$ cat config.mk
export PLATFORM = sky130hd
export DESIGN_NAME = raw_bitpack_32
export DESIGN_NICKNAME = d
export VERILOG_FILES = /design/src/rtl/raw_bitpack_32.sv
export SDC_FILE = /design/constraint.sdc
export NUM_CORES = 1
export LEC_CHECK = 0
export ABC_AREA = 1
export BUFFER_PORTS_ARGS = -buffer_cell sky130_fd_sc_hd__buf_2
export CORE_ASPECT_RATIO = 0.8
export CORE_UTILIZATION = 35
export CTS_CLUSTER_SIZE = 30
export DETAILED_ROUTE_END_ITERATION = 12
export PLACE_DENSITY = 0.66
export SYNTH_ARGS = -nofsm -noshare
export SYNTH_HDL_FRONTEND = slang
export SYNTH_SLANG_ARGS = --single-unit
$ cat constraint.sdc
create_clock -name clk -period 1.7 [get_ports clk]
set_input_delay 0.17 -clock clk [delete_from_list [all_inputs] [get_ports clk]]
set_output_delay 0.17 -clock clk [all_outputs]
set_load 0.01 [all_outputs]
$ cat src/rtl/raw_bitpack_32.sv
// rtl/raw_bitpack_32.sv - 16-bit raw pixel/header stream to 32-bit word packer (optional RAW_PACK_WCNT_EN)
`ifndef DTYPE_WIDTH
`define DTYPE_WIDTH 8
`endif
`ifndef DTYPE_PIXEL
`define DTYPE_PIXEL 8'h01
`endif
`ifndef DTYPE_PIXEL_MASK
`define DTYPE_PIXEL_MASK 8'h01
`endif
`ifndef DTYPE_HEADER
`define DTYPE_HEADER 8'h02
`endif
`ifndef DTYPE_ROW_END
`define DTYPE_ROW_END 8'h04
`endif
`ifndef DTYPE_FRAME_START
`define DTYPE_FRAME_START 8'h08
`endif
`ifndef DTYPE_FRAME_END
`define DTYPE_FRAME_END 8'h10
`endif
`ifndef Image_image_type
`define Image_image_type 2
`endif

module raw_bitpack_32 #(
    parameter int PIXEL_WIDTH = 10,
    parameter int ACC_WIDTH   = 48
) (
    input  logic                    clk,
    input  logic                    resetb,
    input  logic [15:0]             datai,
    input  logic                    dvi,
    input  logic [`DTYPE_WIDTH-1:0] dtypei,
    input  logic [15:0]             image_type,
    input  logic                    pack,
    output logic [31:0]             datao,
    output logic                    dvo,
    output logic [`DTYPE_WIDTH-1:0] dtypeo,
    output logic                    ovf,
    output logic [15:0]             wcnt
);
    localparam int DW = `DTYPE_WIDTH;
    localparam logic [DW-1:0] T_PIXEL    = DW'(`DTYPE_PIXEL);
    localparam logic [DW-1:0] T_PIX_MASK = DW'(`DTYPE_PIXEL_MASK);
    localparam logic [DW-1:0] T_HEADER   = DW'(`DTYPE_HEADER);
    localparam logic [7:0]    HDR_IMG    = 8'(`Image_image_type);

    logic [ACC_WIDTH-1:0] r_acc;
    logic [5:0]           r_fill;
    logic                 r_half;
    logic                 r_half_hdr;
    logic [15:0]          r_lo;
    logic [7:0]           r_hdr_idx;
    logic                 r_pend_re;
    logic [DW-1:0]        r_pend_dtype;
    logic [15:0]          r_pend_data;

    logic                 w_is_pix;
    logic                 w_is_hdr;
    logic [ACC_WIDTH-1:0] w_pix_ext;
    logic [ACC_WIDTH-1:0] w_acc_or;
    logic [5:0]           w_fill_add;
    logic [15:0]          w_hdr_word;

    // Classify the incoming beat and form the tight-pack accumulator update
    always_comb begin
        w_is_pix   = (dtypei & T_PIX_MASK) != '0;
        w_is_hdr   = (dtypei == T_HEADER);
        w_pix_ext  = '0;
        w_pix_ext[PIXEL_WIDTH-1:0] = datai[PIXEL_WIDTH-1:0];
        w_acc_or   = r_acc | (w_pix_ext << r_fill);
        w_fill_add = r_fill + 6'(PIXEL_WIDTH);
        w_hdr_word = (r_hdr_idx == HDR_IMG) ? image_type : datai;
    end

    // Packing state, output word register and the deferred row-end emission
    always_ff @(posedge clk) begin
        if (!resetb) begin
            datao        <= '0;
            dvo          <= 1'b0;
            dtypeo       <= '0;
            ovf          <= 1'b0;
            r_acc        <= '0;
            r_fill       <= '0;
            r_half       <= 1'b0;
            r_half_hdr   <= 1'b0;
            r_lo         <= '0;
            r_hdr_idx    <= '0;
            r_pend_re    <= 1'b0;
            r_pend_dtype <= '0;
            r_pend_data  <= '0;
        end else begin
            dvo <= 1'b0;
            if (r_pend_re) begin
                // the residue went out last cycle; now the row-end word itself
                dvo       <= 1'b1;
                datao     <= {16'h0000, r_pend_data};
                dtypeo    <= r_pend_dtype;
                r_pend_re <= 1'b0;
                if (dvi) begin
                    ovf <= 1'b1;
                end
            end else if (dvi) begin
                if (w_is_pix) begin
                    if (pack) begin
                        if (w_fill_add >= 6'd32) begin
                            dvo    <= 1'b1;
                            datao  <= w_acc_or[31:0];
                            dtypeo <= dtypei;
                            r_acc  <= w_acc_or >> 32;
                            r_fill <= w_fill_add - 6'd32;
                        end else begin
                            r_acc  <= w_acc_or;
                            r_fill <= w_fill_add;
                        end
                    end else if (r_half) begin
                        dvo    <= 1'b1;
                        datao  <= {datai, r_lo};
                        dtypeo <= dtypei;
                        r_half <= 1'b0;
                    end else begin
                        r_lo       <= datai;
                        r_half     <= 1'b1;
                        r_half_hdr <= 1'b0;
                    end
                end else if (w_is_hdr) begin
                    r_hdr_idx <= r_hdr_idx + 8'd1;
                    if (r_half) begin
                        dvo    <= 1'b1;
                        datao  <= {w_hdr_word, r_lo};
                        dtypeo <= T_HEADER;
                        r_half <= 1'b0;
                    end else begin
                        r_lo       <= w_hdr_word;
                        r_half     <= 1'b1;
                        r_half_hdr <= 1'b1;
                    end
                end else begin
                    r_hdr_idx <= '0;
                    r_acc     <= '0;
                    r_fill    <= '0;
                    r_half    <= 1'b0;
                    dvo       <= 1'b1;
                    if (r_fill != 6'd0) begin
                        datao        <= r_acc[31:0];
                        dtypeo       <= T_PIXEL;
                        r_pend_re    <= 1'b1;
                        r_pend_dtype <= dtypei;
                        r_pend_data  <= datai;
                    end else if (r_half) begin
                        datao        <= {16'h0000, r_lo};
                        dtypeo       <= r_half_hdr ? T_HEADER : T_PIXEL;
                        r_pend_re    <= 1'b1;
                        r_pend_dtype <= dtypei;
                        r_pend_data  <= datai;
                    end else begin
                        datao  <= {16'h0000, datai};
                        dtypeo <= dtypei;
                    end
                end
            end
        end
    end

`ifdef RAW_PACK_WCNT_EN
    logic [15:0] r_word_cnt;
    logic        w_cnt_inc;
    logic        w_cnt_latch;

    // Decide whether this cycle emits a pixel word or the row-end word
    always_comb begin
        w_cnt_inc   = 1'b0;
        w_cnt_latch = 1'b0;
        if (r_pend_re) begin
            w_cnt_latch = 1'b1;
        end else if (dvi) begin
            if (w_is_pix) begin
                w_cnt_inc = pack ? (w_fill_add >= 6'd32) : r_half;
            end else if (!w_is_hdr) begin
                if (r_fill != 6'd0 || (r_half && !r_half_hdr)) begin
                    w_cnt_inc = 1'b1;
                end else if (!r_half) begin
                    w_cnt_latch = 1'b1;
                end
            end
        end
    end

    // Count pixel words in the row and publish the total at row end
    always_ff @(posedge clk) begin
        if (!resetb) begin
            r_word_cnt <= '0;
            wcnt       <= '0;
        end else if (w_cnt_latch) begin
            wcnt       <= r_word_cnt;
            r_word_cnt <= '0;
        end else if (w_cnt_inc) begin
            r_word_cnt <= r_word_cnt + 16'd1;
        end
    end
`else
    assign wcnt = 16'h0000;
`endif

endmodule
# Yosys cells after proc, flatten, opt, wreduce, memory -nomap -nowiden
# Index checks and enable logic that the tools add are counted.
dict set report totals {
  ff_bits 147
  input_bits 44
  out_inout_bits 58
  elab_cells 108
}
dict set report classes {
  addsub 3
  magnitude_cmp 1
  n_eq_ne 11
  shifts 1
  muxes 57
  bitwise 7
  reduce_logical 14
}
# operator n
set op_table {}
lappend op_table {{two-way mux 32 bit} 7}
lappend op_table {{two-way mux 48 bit} 4}
lappend op_table {{two-way mux 16 bit} 11}
lappend op_table {{two-way mux 8 bit} 13}
lappend op_table {{bitwise OR 48 bit} 1}
lappend op_table {{<< shifter 10 x 6 -> 48 bit} 1}
lappend op_table {{two-way mux 6 bit} 4}
lappend op_table {{two-way mux 1 bit} 17}
lappend op_table {{== test 8 x 2 -> 1 bit, second input constant} 2}
lappend op_table {{AND reduction 4 bit} 3}
lappend op_table {{AND reduction 5 bit} 2}
lappend op_table {{adder 8 x 1 -> 8 bit, second input constant} 1}
lappend op_table {{adder 6 x 4 -> 6 bit, second input constant} 1}
lappend op_table {{>= comparator 6 bit, second input constant} 1}
lappend op_table {{NOT 1 bit} 6}
lappend op_table {{AND reduction 3 bit} 2}
lappend op_table {{nonzero test 2 bit} 3}
lappend op_table {{nonzero test 6 bit} 1}
lappend op_table {{subtractor 6 bit, second input constant} 1}
lappend op_table {{OR reduction 5 bit} 1}
lappend op_table {{inequality test 2 bit, second input constant} 2}
lappend op_table {{inequality test 4 x 1 -> 1 bit, second input constant} 1}
lappend op_table {{inequality test 4 x 2 -> 1 bit, second input constant} 1}
lappend op_table {{inequality test 4 bit, second input constant} 1}
lappend op_table {{other kinds (7)} 7}

# Depth between registers and ports, before layout
dict set report depth {
  depth_word 7
  depth_mapped 13
  depth_no_buf 12
}

# Least setup slack after synthesis
# Ideal clock, no wire load.
dict set report synth_timing {
  path_type {flip-flop to flip-flop}
  startpoint {register r_fill[1]}
  endpoint {register datao[23]}
  setup_time_ns 0.117
  arrival_ns 1.535
  t_required_ns 1.583
  setup_slack_ns 0.048
  path_stages_with_launch 14
  path_buffers 1
  synth_period_minus_slack_ns 1.652
  path_cell_list {dfxtp_1 ha_1 inv_1 nand2_1 nand2_1 nand2_1 nand2_2 nor2_1 nand3b_4 inv_2 buf_6 nand3_1 nor2_1 nor2_1}
}
dict set report synth_between {
  elab_chain_len 5
  word_cells_on_any_way 12
  cone_classes {add/sub: 1; order compare: 1; eq/ne: 1; shift: 1; mux: 5; bitwise: 1; reduce/logical: 2}
}
# item line_no
set synth_rtl {}
lappend synth_rtl {{start: declaration} 51} ;# logic [5:0] r_fill;
lappend synth_rtl {{start signal: assignment} 113} ;# r_fill <= w_fill_add - 6'd32;
lappend synth_rtl {{start signal: assignment} 116} ;# r_fill <= w_fill_add;
lappend synth_rtl {{parallel branches: the longest is 5 deep, another holds adder 6 x 4 -> 6 bit} n/a}
lappend synth_rtl {{end signal: assignment} 99} ;# datao <= {16'h0000, r_pend_data};
lappend synth_rtl {{end signal: assignment} 110} ;# datao <= w_acc_or[31:0];
lappend synth_rtl {{end signal: assignment} 120} ;# datao <= {datai, r_lo};
lappend synth_rtl {{end: declaration} 38} ;# output logic [31:0] datao,
# Parallel ways; which one is timed is not known. The select of a mux whose other input is x is not followed.
# A chain may end at the register's enable or synchronous reset.

# Worst setup path after layout
dict set report layout_timing {
  startpoint {register r_fill[1]}
  endpoint {register datao[28]}
}
# The elaborated chain is that of the path after synthesis.

==> flow_summary.json <==
{
  "outcome": "finished, violations left",
  "violations": "setup timing",
  "vias": 10000,
  "synth_xor_area_frac": 0,
  "ys_seq_area_frac": 0.342,
  "max-vdd-ir-drop_mv": 0.745,
  "grt_setup_unrepaired": "true",
  "ios": 102,
  "synth_common_cells": "nand2_1 (341), dfxtp_1 (145), nor2_1 (143)",
  "core_sq_um": 23600,
  "switching_share": 0.311,
  "internal-power_mw": 6.44,
  "place.detailed.hpwl_mm": 25.2,
  "fmax_mhz": 569,
  "cts-buffers-inserted": 17,
  "synth_area_sq_um": 8480,
  "yosysTopAreaCell": "dfxtp_1",
  "fin_tns_setup_ps": -1080,
  "holdWs_ps": 40.8,
  "max_cap_viol_count": 0,
  "fin_nets": 1525,
  "path_clk_slew_ps": 70,
  "hp-start": "dtypei[4]",
  "die_h_um": 141,
  "leakage_nw": 5.12,
  "wirelength_mm": 35.0,
  "drt_iter0_drc": 1152,
  "netlist_instances": 1325,
  "ys_ff_latch": 145,
  "postCtsHoldBufs": 0,
  "ys_warn_count": 0,
  "yosys.area_share.simple": 0.338,
  "synth.top_cells.by_area": "dfxtp_1 (34%), nand2_1 (15%), a21oi_1 (7.8%)",
  "drcViolationCount": 0,
  "crit_type": "register to register",
  "syn_to_final_growth_pct": 33.7,
  "p_per_area_nw_per_um2": 825,
  "dieArea_sq_um": 24900,
  "io_buffers": 85,
  "yosysTopAreaCellShare": 0.342,
  "grt_usage": 0.272,
  "vias_per_cell": 5.57,
  "wire_per_inst_um": 19.4,
  "grt_start_max_net_pins": 75,
  "cts_sinks": 145,
  "globalplace.congestion": 0.999,
  "synth-compound-area-share": 0.204,
  "arrival_ps": 2090,
  "grt_pass1_wl_mm": 51.0,
  "grt_pass1_vias": 8851,
  "firstDrtPassIters": 6,
  "start_util": 0.359,
  "crit_required_ps": 2030,
  "antenna_found_initial": 0,
  "post-synth-top-count-cell": "nand2_1",
  "pwr-share-clk": 0.404,
  "start_kind": "register",
  "crit_fanout": 6,
  "avgSynthCellArea_sq_um": 6.40,
  "clock-skew-final_ps": 9.86,
  "clockBufferDepth": 2,
  "finalCritPeriodShare": 1.03,
  "ys.flop_type": "dfxtp_1",
  "power_frac_seq": 0.392,
  "setup_violations": 41,
  "hold_viol": 0,
  "synth_edf_count": 0,
  "synth_cell_types": 48,
  "synth_top_family_by_area": "simple AND/OR/NAND/NOR gates",
  "drive_gt1_frac": 0.289,
  "num_rows": 50,
  "power_frac_comb": 0.204,
  "synthArstFlopShare": 0,
  "synthAdderAreaFrac": 0.00443,
  "ant_nets": 0,
  "endpoint_kind": "register",
  "root_buffer": "clkbuf_16",
  "p_sw_mw": 2.90,
  "insertion_delay_ps": 440,
  "grt-ovfl-total": 0,
  "die_w_um": 176,
  "slew_violations": 0,
  "fin_crit_ps": 1760,
  "yosys-mux-area-fraction": 0.00236,
  "holdCritPathClass": "primary input to register",
  "n_antenna_cell": 0,
  "htree_levels": 4,
  "dp_slack_ps": -161,
  "final.setup.worst_slack_ps": -58.6,
  "r2r-start": "r_fill[1]$_SDFFE_PN0P_",
  "startpoint": "r_fill[1]$_SDFFE_PN0P_",
  "cts_tree": "built"
}
power by group through the flow:
stage	registers (mW)	clock network (mW)	logic (mW)
6_report	3.66	3.77	1.91
5_1_grt	3.67	3.96	2.04
4_1_cts	3.64	3.80	1.64
3_5_place_dp	3.71	0	1.59
3_3_place_gp	3.72	0	1.58
2_1_floorplan	3.71	0	0.919
layer usage:
| metal | wire length, um | GRT usage |
|---|---|---|
| met1 | 15400 | 0.391 |
| met3 | 4400 | 0.0890 |
| met2 | 14300 | 0.380 |
| met4 | 953 | 0.0760 |
| met5 | 0 | 0 |
cells by family (layout without fill, tap and decap cells):
logic type,after synthesis,in the layout
fa+ha+maj,3,3
simple gates,662,662
flops,145,145
other cells,1,16
buf+inv,192,341
compound gates,320,320
mux,2,2
layout by cell type (no fill, tap or decap), types with 19 or more instances in the layout:
master and count:
a21oi_1 106, inv_1 75, buf_2 85, buf_4 97, nand3_1 93, nand2_1 304, nor2_1 129, nand2_2 34
o21ai_0 73, clkbuf_16 25, a31oi_1 19, a21oi_2 25, o21ai_1 41, dfxtp_1 137
metrics by stage:
| stage | util | instances | area, sq um | power, mW |
|---|---|---|---|---|
| after CTS | 0.445 | 1786 | 10500 | 9.08 |
| after detailed placement | 0.415 | 1755 | 9800 | 5.30 |
| after global placement | 0.415 | 1755 | 9800 | 5.29 |
| after floorplan | - | 1340 | 8530 | 4.63 |
| after global routing | 0.480 | 1801 | 11300 | 9.67 |
| final | 0.480 | 1801 | 11300 | 9.34 |
timing repair:
item                       4_1_cts  5_1_grt
setup endpoints to repair       79      113
cloned                           1        8
setup buffers                    0        7
pin swaps                        6       59
gates resized for setup         50      194
critical path, stage by stage, from the launching register on:
cell       delay [ps]
dfxtp_4           400
ha_4              180
inv_4              60
nand2_4            50
nand2_2            60
nand2_2            50
nand2_2           100
nor2_1             50
nand3b_4          190
inv_8             120
clkbuf_16         160
nand3_2            70
nor2_2            110
nor2_1             40
flip-flops by register name, summed over array words and instances, names as in the netlist, 5 cells and up:
name and count:
r_acc 48, r_hdr_idx 8, r_pend_data 16, r_fill 5, dtypeo 8, r_lo 16, r_pend_dtype 7, datao 32
cell type report:
class | count | area [sq um]
Clock buffer | 18 | 439
Sequential cell | 145 | 2920
Timing Repair Buffer | 217 | 1810
Clock inverter | 12 | 134
Fill cell | 2353 | 12300
Inverter | 94 | 394
Tap cell | 312 | 390
Multi-Input combinational cell | 1003 | 5250
path summary, 6_finish.rpt:
kind	cells past startpoint	end	slack, ps
max	13	datao[28]$_SDFFE_PP0P_	-60
min	3	r_pend_dtype[4]$_SDFFE_PN0P_	40
max reg2reg	13	datao[28]$_SDFFE_PP0P_	-60
min reg2reg	2	datao[15]$_SDFFE_PN0P_	450
Power figures use the tool's default switching activity.
